### config.mk
export PLATFORM = sky130hd
export DESIGN_NAME = uart_debug_cmd_flat
export DESIGN_NICKNAME = d
export VERILOG_FILES = /design/src/rtl/uart_debug_cmd_if.sv /design/src/rtl/uart_debug_cmd.sv /design/src/flat_wrapper.sv
export SDC_FILE = /design/constraint.sdc
export NUM_CORES = 1
export LEC_CHECK = 0
export ABC_AREA = 1
export ABC_CLOCK_PERIOD_IN_PS = 2970
export BUFFER_PORTS_ARGS = -buffer_cell sky130_fd_sc_hd__buf_4
export CORE_MARGIN = 3
export CORE_UTILIZATION = 35
export DETAILED_ROUTE_END_ITERATION = 8
export GPL_TIMING_DRIVEN = 0
export HOLD_SLACK_MARGIN = 0.15
export MAX_ROUTING_LAYER = met4
export PLACE_DENSITY = 0.66
export SYNTH_ARGS = -nofsm -noshare
export SYNTH_HDL_FRONTEND = slang
export SYNTH_SLANG_ARGS = --single-unit
### constraint.sdc
create_clock -name iCE_CLK -period 2.97 [get_ports iCE_CLK]
set_input_delay 0.4455 -clock iCE_CLK [delete_from_list [all_inputs] [get_ports iCE_CLK]]
set_output_delay 0.4455 -clock iCE_CLK [all_outputs]
set_load 0.01 [all_outputs]
### src/rtl/uart_debug_cmd_if.sv
// rtl/uart_debug_cmd_if.sv - uart rx/tx byte handshake between the uart and the debug command engine
interface uart_debug_cmd_if;
  logic       received;
  logic [7:0] rx_byte;
  logic       is_transmitting;
  logic       transmit;
  logic [7:0] tx_byte;

  // uart side: delivers received bytes, accepts bytes to send
  modport master (
    output received,
    output rx_byte,
    output is_transmitting,
    input  transmit,
    input  tx_byte
  );

  // command engine side
  modport slave (
    input  received,
    input  rx_byte,
    input  is_transmitting,
    output transmit,
    output tx_byte
  );
endinterface

### src/rtl/uart_debug_cmd.sv
// rtl/uart_debug_cmd.sv - uart byte-protocol debug command engine (optional inter-byte timeout: UART_DEBUG_CMD_TIMEOUT_EN)
module uart_debug_cmd #(
  parameter int NUM_PROBES     = 4,
  parameter int NUM_REGS       = 4,
  parameter int TIMEOUT_CYCLES = 120000
) (
  input  logic                    iCE_CLK,
  input  logic                    rst_n,
  uart_debug_cmd_if.slave         uart,
  input  logic [8*NUM_PROBES-1:0] probe_in,
  output logic [8*NUM_REGS-1:0]   ctrl_out,
  output logic                    busy,
  output logic                    cmd_error
);

  localparam logic [7:0] OP_PING  = 8'h50;
  localparam logic [7:0] OP_READ  = 8'h52;
  localparam logic [7:0] OP_CTRL  = 8'h43;
  localparam logic [7:0] OP_WRITE = 8'h57;
  localparam logic [7:0] RSP_PONG = 8'h4B;
  localparam logic [7:0] RSP_ACK  = 8'h06;
  localparam logic [7:0] RSP_NAK  = 8'h15;

  typedef enum logic [2:0] {
    S_IDLE, S_GET_ADDR, S_GET_DATA, S_EXEC, S_SEND, S_WAIT_TX
  } state_t;

  state_t                        state_q, state_d;
  logic [7:0]                    opcode_q, opcode_d;
  logic [7:0]                    addr_q, addr_d;
  logic [7:0]                    data_q, data_d;
  logic [7:0]                    tx_byte_q, tx_byte_d;
  logic [NUM_REGS-1:0][7:0]      ctrl_q, ctrl_d;
  logic [1:0]                    wait_q, wait_d;
  logic                          err_q, err_d;
  logic                          transmit_c;
  logic [7:0]                    probe_sel, ctrl_sel;
`ifdef UART_DEBUG_CMD_TIMEOUT_EN
  logic [31:0]                   tmo_q, tmo_d;
`endif

  assign uart.transmit = transmit_c;
  assign uart.tx_byte  = tx_byte_q;
  assign ctrl_out      = ctrl_q;
  assign busy          = (state_q != S_IDLE);
  assign cmd_error     = err_q;

  // byte mux for the addressed probe and control register (addr is range-checked separately)
  always_comb begin
    probe_sel = 8'h00;
    ctrl_sel  = 8'h00;
    for (int k = 0; k < NUM_PROBES; k++)
      if (addr_q == 8'(k)) probe_sel = probe_in[8*k +: 8];
    for (int k = 0; k < NUM_REGS; k++)
      if (addr_q == 8'(k)) ctrl_sel = ctrl_q[k];
  end

  // command FSM: byte collection, execution, response hand-off to the uart
  always_comb begin
    state_d    = state_q;
    opcode_d   = opcode_q;
    addr_d     = addr_q;
    data_d     = data_q;
    tx_byte_d  = tx_byte_q;
    ctrl_d     = ctrl_q;
    wait_d     = wait_q;
    err_d      = 1'b0;
    transmit_c = 1'b0;
`ifdef UART_DEBUG_CMD_TIMEOUT_EN
    tmo_d      = '0;
`endif
    case (state_q)
      S_IDLE: begin
        wait_d = 2'd0;
        if (uart.received) begin
          opcode_d = uart.rx_byte;
          if (uart.rx_byte == OP_READ || uart.rx_byte == OP_CTRL || uart.rx_byte == OP_WRITE)
            state_d = S_GET_ADDR;
          else
            state_d = S_EXEC;
        end
      end
      S_GET_ADDR, S_GET_DATA: begin
        if (uart.received) begin
          if (state_q == S_GET_ADDR) begin
            addr_d  = uart.rx_byte;
            state_d = (opcode_q == OP_WRITE) ? S_GET_DATA : S_EXEC;
          end else begin
            data_d  = uart.rx_byte;
            state_d = S_EXEC;
          end
        end
`ifdef UART_DEBUG_CMD_TIMEOUT_EN
        // silence counter; a received byte restarts it, expiry abandons the command silently
        else if (tmo_q == 32'(TIMEOUT_CYCLES - 1)) begin
          state_d = S_IDLE;
          err_d   = 1'b1;
        end else begin
          tmo_d = tmo_q + 32'd1;
        end
`endif
      end
      S_EXEC: begin
        err_d = uart.received;
        case (opcode_q)
          OP_PING:  tx_byte_d = RSP_PONG;
          OP_READ:  tx_byte_d = (int'(addr_q) < NUM_PROBES) ? probe_sel : RSP_NAK;
          OP_CTRL:  tx_byte_d = (int'(addr_q) < NUM_REGS) ? ctrl_sel : RSP_NAK;
          OP_WRITE: begin
            tx_byte_d = (int'(addr_q) < NUM_REGS) ? RSP_ACK : RSP_NAK;
            for (int k = 0; k < NUM_REGS; k++)
              if (addr_q == 8'(k)) ctrl_d[k] = data_q;
          end
          default:  tx_byte_d = RSP_NAK;
        endcase
        if (tx_byte_d == RSP_NAK && opcode_q != OP_READ && opcode_q != OP_CTRL)
          err_d = 1'b1;
        if ((opcode_q == OP_READ && int'(addr_q) >= NUM_PROBES) ||
            (opcode_q == OP_CTRL && int'(addr_q) >= NUM_REGS))
          err_d = 1'b1;
        state_d = S_SEND;
      end
      S_SEND: begin
        err_d = uart.received;
        if (!uart.is_transmitting) begin
          transmit_c = 1'b1;
          wait_d     = 2'd0;
          state_d    = S_WAIT_TX;
        end
      end
      S_WAIT_TX: begin
        // the uart raises is_transmitting a couple of cycles after the pulse, so skip those first
        err_d = uart.received;
        if (wait_q < 2'd2)
          wait_d = wait_q + 2'd1;
        else if (!uart.is_transmitting)
          state_d = S_IDLE;
      end
      default: state_d = S_IDLE;
    endcase
  end

  // state and holding registers
  always_ff @(posedge iCE_CLK or negedge rst_n) begin
    if (!rst_n) begin
      state_q   <= S_IDLE;
      opcode_q  <= 8'h00;
      addr_q    <= 8'h00;
      data_q    <= 8'h00;
      tx_byte_q <= 8'h00;
      ctrl_q    <= '0;
      wait_q    <= 2'd0;
      err_q     <= 1'b0;
    end else begin
      state_q   <= state_d;
      opcode_q  <= opcode_d;
      addr_q    <= addr_d;
      data_q    <= data_d;
      tx_byte_q <= tx_byte_d;
      ctrl_q    <= ctrl_d;
      wait_q    <= wait_d;
      err_q     <= err_d;
    end
  end

`ifdef UART_DEBUG_CMD_TIMEOUT_EN
  // inter-byte timeout counter
  always_ff @(posedge iCE_CLK or negedge rst_n) begin
    if (!rst_n) tmo_q <= '0;
    else        tmo_q <= tmo_d;
  end
`endif

endmodule

### src/flat_wrapper.sv
// flat-port wrapper written by rule: the top's interface ports become plain ports
module uart_debug_cmd_flat 
#(
  parameter int NUM_PROBES     = 4,
  parameter int NUM_REGS       = 4,
  parameter int TIMEOUT_CYCLES = 120000
)
  (iCE_CLK, rst_n, probe_in, ctrl_out, busy, cmd_error, uart_received, uart_rx_byte, uart_is_transmitting, uart_transmit, uart_tx_byte);
  uart_debug_cmd_if uart_i ();
  input  logic iCE_CLK;
  input  logic rst_n;
  input  logic [8*NUM_PROBES-1:0] probe_in;
  output logic [8*NUM_REGS-1:0] ctrl_out;
  output logic busy;
  output logic cmd_error;
  input wire logic [$bits(uart_i.received)-1:0] uart_received;
  input wire logic [$bits(uart_i.rx_byte)-1:0] uart_rx_byte;
  input wire logic [$bits(uart_i.is_transmitting)-1:0] uart_is_transmitting;
  output wire logic [$bits(uart_i.transmit)-1:0] uart_transmit;
  output wire logic [$bits(uart_i.tx_byte)-1:0] uart_tx_byte;
  assign uart_i.received = uart_received;
  assign uart_i.rx_byte = uart_rx_byte;
  assign uart_i.is_transmitting = uart_is_transmitting;
  assign uart_transmit = uart_i.transmit;
  assign uart_tx_byte = uart_i.tx_byte;
  uart_debug_cmd #(.NUM_PROBES(NUM_PROBES), .NUM_REGS(NUM_REGS), .TIMEOUT_CYCLES(TIMEOUT_CYCLES)) u_core (.iCE_CLK(iCE_CLK), .rst_n(rst_n), .uart(uart_i), .probe_in(probe_in), .ctrl_out(ctrl_out), .busy(busy), .cmd_error(cmd_error));
endmodule
=== After elaboration in Yosys (flattened, before gate mapping) ===
Cells that the tools add are included.

* Word-level logic and storage cells: 92
* Output and inout port bits: 43
* Bits in registers: 70

* Reductions and logical operators: 22
* $lt $le $gt $ge: 3
* Equal/unequal tests: 24
* Add/sub/neg operators: 1
* Bitwise gates (word level): 1
* Muxes and demuxes: 30

{| class="wikitable"
|+ Operators by type and width
! cell !! number
|-
| $mux W8 || 11
|-
| $eq A8 B7 Y1 const B || 7
|-
| $pmux W8 S4 || 1
|-
| $reduce_and A3 Y1 || 7
|-
| $mux W3 || 6
|-
| $eq A8 B2 Y1 const B || 2
|-
| $ne A8 B7 Y1 const B || 2
|-
| $pmux W3 S5 || 1
|-
| $ne A2 B2 Y1 const B || 5
|-
| $eq A8 B1 Y1 const B || 1
|-
| $eq A8 B5 Y1 const B || 1
|-
| $ge A8 B3 Y1 const B || 1
|-
| $logic_not A8 Y1 || 1
|-
| $lt A8 B3 Y1 const B || 1
|-
| $eq A3 B2 Y1 const B || 2
|-
| $eq A3 B3 Y1 const B || 2
|-
| $mux W2 || 3
|-
| $pmux W2 S3 || 1
|-
| $reduce_bool A3 Y1 || 2
|-
| $mux W1 || 5
|-
| $mux W5 || 1
|-
| $reduce_and A5 Y1 || 1
|-
| $logic_and A1 B1 Y1 || 4
|-
| $reduce_or A2 Y1 || 2
|-
| other kinds (9) || 11
|}

=== Depth between registers and ports, before layout ===
Gate-level depths: netlist (run 1).

* Depth in word-level cells: 14
* Mapped depth: 14
* Gate-level depth less buffers: 14

=== Least setup slack after synthesis (run 1) ===
No wires, ideal clock.

* Path kind: reg-to-reg
* Start point: reg u_core.addr_q[5]
* End point: reg u_core.tx_byte_q[6], in the netlist u_core.uart.tx_byte[6]
* Setup slack: 1.401 ns
* Data required time: 2.853 ns
* Stages on the path, launching flop included: 12
* Arrival: 1.452 ns
* Clock period less this slack: 1.569 ns
* Path through: dfrtp_1 -> nor2_1 -> nand2_2 -> nor2_8 -> inv_4 -> nor2_4 -> inv_2 -> or2_0 -> nand3_1 -> nand3_1 -> nand2_1 -> nand2_1

* Cells in the longest elaborated chain, start to end: 8
* Elaborated cells on any way between the ends: 17

{| class="wikitable"
|+ Ends and longest elaborated chain
! what !! RTL line !! source
|-
| start, declared || uart_debug_cmd.sv:30 || <nowiki>logic [7:0] addr_q, addr_d;</nowiki>
|-
| start signal, assigned || uart_debug_cmd.sv:157 || <nowiki>addr_q <= addr_d;</nowiki>
|-
| $logic_not A8 Y1 || uart_debug_cmd.sv:53, uart_debug_cmd.sv:55 ||
|-
| $mux W8, on equally long branches (4 in series) || uart_debug_cmd.sv:55, uart_debug_cmd.sv:53 ||
|-
| $mux W8, on equally long branches || uart_debug_cmd.sv:108, uart_debug_cmd.sv:107 ||
|-
| $pmux W8 S4 * || uart_debug_cmd.sv:105 || <nowiki>case (opcode_q)</nowiki>
|-
| $mux W8 * || uart_debug_cmd.sv:72 || <nowiki>case (state_q)</nowiki>
|-
| end signal, assigned || uart_debug_cmd.sv:159 || <nowiki>tx_byte_q <= tx_byte_d;</nowiki>
|-
| end, declared || uart_debug_cmd.sv:32 || <nowiki>logic [7:0] tx_byte_q, tx_byte_d;</nowiki>
|}

Mark *: on every way between the ends. The rest lies on a longest branch, timed or not. The select of a mux whose other input is x is not followed.
A chain may end at the register's enable or synchronous reset.

=== Worst setup path after layout (run 1) ===
* Start point: reg u_core.opcode_q[0]
* End point: reg u_core.err_q, in the netlist u_core.cmd_error

* Cells in the longest elaborated chain, start to end: 9
* Elaborated cells on any way between the ends: 17

{| class="wikitable"
|+ Ends and longest elaborated chain
! what !! RTL line !! source
|-
| start, declared || uart_debug_cmd.sv:29 || <nowiki>logic [7:0] opcode_q, opcode_d;</nowiki>
|-
| start signal, assigned || uart_debug_cmd.sv:156 || <nowiki>opcode_q <= opcode_d;</nowiki>
|-
| $eq A8 B7 Y1, on equally long branches || uart_debug_cmd.sv:105, uart_debug_cmd.sv:118, uart_debug_cmd.sv:119 ||
|-
| $pmux W8 S4 || uart_debug_cmd.sv:105 ||
|-
| $mux W8 || uart_debug_cmd.sv:72 ||
|-
| $eq A8 B5 Y1 || uart_debug_cmd.sv:116 || <nowiki>if (tx_byte_d == RSP_NAK && opcode_q != OP_READ && opcode_q != OP_CTRL)</nowiki>
|-
| $logic_and A1 B1 Y1 (2 in series) || uart_debug_cmd.sv:116 ||
|-
| $mux W1 || uart_debug_cmd.sv:116 ||
|-
| $mux W1 * || uart_debug_cmd.sv:118 || <nowiki>if ((opcode_q == OP_READ && int'(addr_q) >= NUM_PROBES) ||</nowiki>
|-
| $pmux W1 S2 * || uart_debug_cmd.sv:72 ||
|-
| named net u_core.err_d || uart_debug_cmd.sv:35 || <nowiki>logic err_q, err_d;</nowiki>
|-
| end signal, assigned || uart_debug_cmd.sv:162 || <nowiki>err_q <= err_d;</nowiki>
|-
| end, declared || uart_debug_cmd.sv:35 ||
|}

Mark *: on every way through the listed nets, which the timed path passes. The rest lies on a longest branch. The select of a mux whose other input is x is not followed.

==> results of run 1 <==
[per-stage QoR]
stage / cell area [sq um] / utilization / hold WS [ps] / total power (W)
after floorplan: 3640 / - / 150 / 0.00215
after global placement: 4450 / 0.447 / 470 / 0.00254
after detailed placement: 4450 / 0.447 / 474 / 0.00257
after CTS: 4640 / 0.466 / 255 / 0.00334
after global routing: 4640 / 0.466 / 288 / 0.00358
final: 4640 / 0.466 / 215 / 0.00332
[layout make-up]
type / instances / area [sq um] / area share
inverters: 48 / 184 / 0.0397
clock buffers: 13 / 159 / 0.0343
plain buffers: 11 / 76.3 / 0.0165
well taps: 133 / 166 / 0.0359
flip-flops and latches: 70 / 1750 / 0.378
clock inverters: 1 / 30.0 / 0.00647
multi-input cells: 347 / 1630 / 0.350
repair buffers: 86 / 646 / 0.139
[synthesized netlist by cell type]
library cell | count | area share
nand2_1 | 163 | 0.17
dfrtp_1 | 70 | 0.48
inv_1 | 41 | 0.042
o21ai_0 | 39 | 0.054
nor2_1 | 30 | 0.031
nand3_1 | 28 | 0.039
o21ai_1 | 28 | 0.039
a21oi_1 | 14 | 0.019
nand4_1 | 7 | 0.012
nand2_2 | 5 | 0.0086
nor3_1 | 5 | 0.0069
buf_2 | 4 | 0.0055
buf_6 | 4 | 0.012
nand2_4 | 4 | 0.012
or2_0 | 4 | 0.0069
clkbuf_1 | 3 | 0.0031
clkinv_1 | 3 | 0.0031
nand3b_1 | 3 | 0.0062
inv_2 | 2 | 0.0021
nor2_4 | 2 | 0.0062
nor2_8 | 2 | 0.011
nor3_2 | 2 | 0.0055
o211ai_1 | 2 | 0.0041
o22ai_1 | 2 | 0.0034
a21oi_2 | 1 | 0.0024
clkinv_2 | 1 | 0.0014
inv_4 | 1 | 0.0017
nor2_2 | 1 | 0.0017
nor4_1 | 1 | 0.0017
o21a_1 | 1 | 0.0021
o32ai_1 | 1 | 0.0024
or2_1 | 1 | 0.0017
xor2_1 | 1 | 0.0024
[per-layer routing]
layer	vias to the layer above	GRT usage
met5	-	-
met4	0	0.0658
met3	18	0.0418
met2	140	0.280
met1	1685	0.262
li1	1729	-
[power by group]
group	total, W	switching (W)	internal, W
Clock	0.000762	0.000336	0.000426
Sequential	0.00134	0.000165	0.00118
Combinational	0.00121	0.000797	0.000415
[layout by cell type, fill, tap and decap left out]
cell type,count
a21oi_1,14
a21oi_2,1
buf_2,4
buf_4,86
buf_6,4
bufinv_16,1
clkbuf_1,5
clkbuf_8,11
clkinv_1,3
clkinv_2,1
dfrtp_1,70
inv_1,41
inv_2,2
inv_4,1
nand2_1,163
nand2_2,5
nand2_4,4
nand3_1,28
nand3b_1,3
nand4_1,7
nor2_1,30
nor2_2,1
nor2_4,2
nor2_8,2
nor3_1,5
nor3_2,2
nor4_1,1
o211ai_1,2
o21a_1,1
o21ai_0,39
o21ai_1,28
o22ai_1,2
o32ai_1,1
or2_0,4
or2_1,1
xor2_1,1
[how the worst max path moves through the flow]
stage | start | endpoint | slack (ps) | cells after the start
6_report | u_core.opcode_q[0] | u_core.cmd_error | 1080 | 6
5_1_grt | u_core.opcode_q[0] | u_core.uart.tx_byte[3] | 880 | 8
4_1_cts | u_core.state_q[0] | busy | 1110 | 5
3_5_place_dp | u_core.opcode_q[0] | u_core.uart.tx_byte[3] | 1170 | 8
3_3_place_gp | u_core.opcode_q[0] | u_core.cmd_error | 1170 | 6
2_1_floorplan | u_core.addr_q[5] | u_core.uart.tx_byte[6] | 1400 | 11
[cell families (layout without fill, tap and decap cells)]
logic type | Yosys count | in the layout | synth area share
AO/OA/AOI/OAI | 88 | 88 | 0.126
buffers and inverters | 59 | 159 | 0.0716
flip-flops | 70 | 70 | 0.482
AND/OR/NAND/NOR | 258 | 258 | 0.319
XOR/XNOR | 1 | 1 | 0.00241
[sequential cells by signal, summed over array words and instances (netlist names)]
register             count
u_core.uart.tx_byte      8
u_core.ctrl_out         32
u_core.opcode_q          8
u_core.state_q           3
u_core.data_q            8
u_core.wait_q            2
u_core.cmd_error         1
u_core.addr_q            8
==> impl_results.md, run 1 <==
- Status: finished, final reports clean
- Ant diodes: 0
- WL final: 10,500 um
- R2r worst-path depth: 6
- Residual DRC count: 0
- Gr usage total: 0.191
- Syn_area_per_cell: 7.64 sq um
- Initial core utilization: 0.365
- Chain of cells forming the critical path: nand3b_1 -> nor3_2 -> o21ai_0 -> nand3_1 -> nand2_1 -> o21ai_0
- First-pass GRT wire length: 16,900 um
- Sum of buffers and inverters on the critical path: 0
- # port buffers: 86
- R2R setup slack: 1080 ps
- DR iter-0 viols: 209
- VDD IR-drop max: 0.314 mV
- Setup TNS: 0 ps
- Fin nets: 617
- CP Max Fanout: 8
- Place WS: 1170 ps
- Clock sinks: 70
- Die area: 11,700 sq um
- Die width: 108 um
- Maximum Capacitance Violations: 0
- Critical Path RT: 3220 ps
- Pin count of the biggest net entering global routing: 71
- CTS H-Tree Depth: 3
- Vias in the first global route: 3,430
- Max Root-Sink Buffers: 2
- Final ANT Viol Nets: 0
- RSZ-0062 raised after global routing: false
- Worst Path Arrival: 2150 ps
- Top Layer Used: met4
- Unique masters post-synth: 33
- Final Cycle Share: 0.638
- Clock skew: 2.67 ps
- Num rows: 36
- Least-Margin Pin Slew: 889 ps
- Post-CTS Hold Buffers: 0
- Rel. slew slack: 0.407
- Routability cong.: 0.885
- Hold WC Path Type: input pin to async pin
- Synthesized instance count: 476
- DR WL met3: 669 um
- Final max-slew violation count: 0
- Final Critical Period: 1890 ps
- PD cells: 716 nW/um^2
- Post-CTS Setup Inserts: 0
- Post-Route M1 WL: 4980 um
- Synthesis-stage register bit count: 70
- Fillers: 1,010
- F_max: 528 MHz
- Core area: 9950 sq um
- Post-CTS sizing: 0
- Clk slew on worst S/H paths: 70 ps
- CP max stage cell: nor3_2
- Clock buffer count from CTS: 9
- Critical path launch point type: register
- Final WS setup: 1080 ps
- Area growth syn-to-layout: 27.5%
- Most common cell on crit path: o21ai_0
- CTS tree: built
- Final setup violating endpoints: 0
- Mapped Nets: 520
- Placed Cells: 695
- IO Count: 87
- Leakage: 2.41 nW
- WL per Instance: 14.8 um
- Fin. Hold Viols: 0
- Worst-Skew Late Latency: 340 ps
- Met2 wire length: 4650 um
- Antenna violations before repair: 0
- Worst stage delay on the critical path: 610 ps
- Ys Warns: 0
- Die Y: 108 um
- Post-route insts no fill: 709
- Drt pass-1 iters: 5
- Largest delay contributor family on the critical path: simple AND/OR/NAND/NOR gates
- Critical R2R Launch: u_core.opcode_q[0]
- Gr ovfl total: 0
- DP HPWL: 8170 um
- Sequential area share after synthesis: 0.482
- Vias per cell: 5.04
- Reg2reg end: u_core.cmd_error
- Cell Area, Synth: 3640 sq um
- Routed vias: 3,572
- CP Capture Type: register
- Share of layout cells above drive strength 1: 0.220
- Root Driver: clkbuf_8
- Crit path kind: register to register
No activity file was read; power rests on OpenSTA's default activity.
==> run 2, diff against run 1 <==
--- a/config.mk
+++ b/config.mk
@@ -6,7 +6,7 @@
 export NUM_CORES = 1
 export LEC_CHECK = 0
 export ABC_AREA = 1
-export ABC_CLOCK_PERIOD_IN_PS = 2970
+export ABC_CLOCK_PERIOD_IN_PS = 1950
 export BUFFER_PORTS_ARGS = -buffer_cell sky130_fd_sc_hd__buf_4
 export CORE_MARGIN = 3
 export CORE_UTILIZATION = 35
==> constraint.sdc (replaced) <==
create_clock -name iCE_CLK -period 1.95 [get_ports iCE_CLK]
set_input_delay 0.2925 -clock iCE_CLK [delete_from_list [all_inputs] [get_ports iCE_CLK]]
set_output_delay 0.2925 -clock iCE_CLK [all_outputs]
set_load 0.01 [all_outputs]
==> run 2 against run 1 <==
  * Non-clock buffer count up 2
  * Via count is 1.0% lower
  * Cell area increased by 1.3%
  * Sequential share of layout area shrank 0.49 points
  * Wire length up 0.63%
  * Clock power is 52% higher
  * Critical path type unchanged
  * Largest cell class unchanged
==> impl_results.md, run 2 (synthesis gave the netlist of run 1 again) <==
- VDD IR-drop max: 0.477 mV (+52%)
- Power, Total: 0.00513 W (+55%)
- Area post-placement: 4450 sq um (unchanged)
- F_max: 548 MHz (+3.8%)
- Num rows: 36 (unchanged)
- CP Capture Type: register
- IO Count: 87 (unchanged)
- # port buffers: 86 (unchanged)
- Clock sinks: 70 (unchanged)
- DR WL met3: 666 um (-0.45%)
- DR iter-0 viols: 211 (+0.96%)
- Worst stage delay on the critical path: 380 ps (-230 ps)
- Worst Path Arrival: 2060 ps (-90 ps)
- Hold Crit Start: uart_received
- Crit path kind: register to register
- Worst-Skew Late Latency: 340 ps (about the same)
- DP HPWL: 8170 um (unchanged)
- Post-Route Hold Slack: 191 ps (-23.9 ps)
- Final setup violating endpoints: 0 (unchanged)
- Finished Core Util: 0.472 (+0.00616)
- Antenna violations before repair: 0 (unchanged)
- Rel. slew slack: 0.404 (-0.00331)
- Vias per cell: 4.97 (-1.3%)
- Initial core utilization: 0.365 (unchanged)
- CP max stage cell: dfrtp_1
- Drt pass-1 iters: 5 (unchanged)
- Final Cell Area: 4700 sq um (+1.3%)
- Routability cong.: 0.885 (unchanged)
- CTS H-Tree Depth: 3 (unchanged)
- WL per Instance: 14.9 um (+0.34%)
- Max Root-Sink Buffers: 2 (unchanged)
- Die Y: 108 um (unchanged)
- Die width: 108 um (unchanged)
- First-pass GRT wire length: 16,900 um (unchanged)
- Final Critical Period: 1820 ps (-69.1 ps)
- Status: finished, final reports clean
- CTS tree: built
- Share of layout cells above drive strength 1: 0.234 (+0.0131)
- Commonest non-fill, non-tap cells in the layout: nand2_1, buf_4, dfrtp_1
- PD cells: 1090 nW/um^2 (+53%)
- Die area: 11,700 sq um (unchanged)
- Gr usage total: 0.191 (unchanged)
- Clock skew: 3.80 ps (+1.14 ps)
- Core area: 9950 sq um (unchanged)
- Clock buffer count from CTS: 9 (unchanged)
- Chain of cells forming the critical path: nor2_1 -> inv_2 -> nor2_8 -> inv_4 -> nor2_4 -> inv_2 -> nor2_1 -> nor2_1 -> nand2_1 -> nand2_1 -> nand2_1 -> nand2_1 -> nand2_1 -> nand2_1
- Met2 wire length: 4720 um (+1.5%)
- Vias in the first global route: 3,430 (unchanged)
- Critical R2R Launch: u_core.addr_q[3]
- Gr ovfl total: 0 (unchanged)
- Maximum Capacitance Violations: 0 (unchanged)
- Most common cell on crit path: nand2_1
- Fin. Hold Viols: 0 (unchanged)
- WL final: 10,600 um (+0.63%)
- Final ANT Viol Nets: 0 (unchanged)
- Top Layer Used: met4
- Pin count of the biggest net entering global routing: 71 (unchanged)
- Critical Path RT: 2190 ps (-1030 ps)
- Ant diodes: 0 (unchanged)
- Least-Margin Pin Slew: 894 ps (+4.97 ps)
- Root Driver: clkbuf_8
- Residual DRC count: 0 (unchanged)
- Leakage: 2.45 nW (+1.5%)
- Critical path launch point type: register
- Final Cycle Share: 0.936 (+0.298)
- Clk slew on worst S/H paths: 70 ps (about the same)
- Area growth syn-to-layout: 29.2%
- Hold WC Path Type: input pin to register
- Commonest non-fill, non-tap cell in the layout: nand2_1
- Fin nets: 619 (+0.32%)
- Routed vias: 3,536 (-1.0%)
- Fillers: 1,007 (-0.30%)
- CP Launch Point: u_core.addr_q[3]
- CP Max Fanout: 8 (unchanged)
- Post-Route M1 WL: 4960 um (-0.38%)
- Largest register FFs: 32 (unchanged)
- Final max-slew violation count: 0 (unchanged)
==> run 2: path summary, 6_finish.rpt <==
kind,endpoint,slack [ps],cells after the start
max,u_core.uart.tx_byte[1],130,14
min reg2reg,u_core.data_q[0],490,2
min,u_core.state_q[1],190,2
min in group asynchronous,u_core.ctrl_out[12],610,2
max in group asynchronous,u_core.ctrl_out[18],740,2
max reg2reg,u_core.uart.tx_byte[1],130,14
==> run 2: timing repair <==
action,in CTS,in global routing
resized for setup,0,11
setup endpoints to repair,0,7
hold buffers,1,0
endpoints found under the hold margin,70,0
setup buffers,0,1
==> run 2: critical path: cells and delay by family (launching register included) <==
| kind | cells | cell delay (ps) |
|---|---|---|
| and+or+nand+nor | 11 | 1070 |
| DFF | 1 | 380 |
| buffers and inverters | 3 | 260 |
==> run 2: per-stage QoR <==
step	setup TNS [ps]	std cells	worst slack, ps
floorplan	0	476	381
global route	-14.1	711	-7.98
finish	0	711	126
detailed placement	0	695	148
global placement	0	695	151
CTS	0	710	116
==> run 2: where the power goes <==
| group | total [W] | internal [W] | switching (W) | leakage (nW) |
|---|---|---|---|---|
| sequential | 0.00206 | 0.00180 | 0.000263 | 0.921 |
| combinational | 0.00191 | 0.000654 | 0.00126 | 1.43 |
| clock | 0.00116 | 0.000649 | 0.000515 | 0.0956 |
| total | 0.00513 | 0.00310 | 0.00203 | 2.45 |
==> run 2: area by class of cell <==
class                   count  area [sq um]  area share
multi-input cells         347          1670       0.354
flip-flops and latches     70          1750       0.373
well taps                 133           166      0.0354
repair buffers             88           663       0.141
clock inverters             1          30.0     0.00639
inverters                  48           188      0.0399
clock buffers              13           159      0.0338
plain buffers              11          76.3      0.0162
==> run 2: per-layer routing <==
| layer | global-route usage | vias up |
|---|---|---|
| met5 | - | - |
| met4 | 0.0658 | 0 |
| met3 | 0.0412 | 19 |
| met2 | 0.280 | 124 |
| met1 | 0.262 | 1659 |
| li1 | - | 1734 |
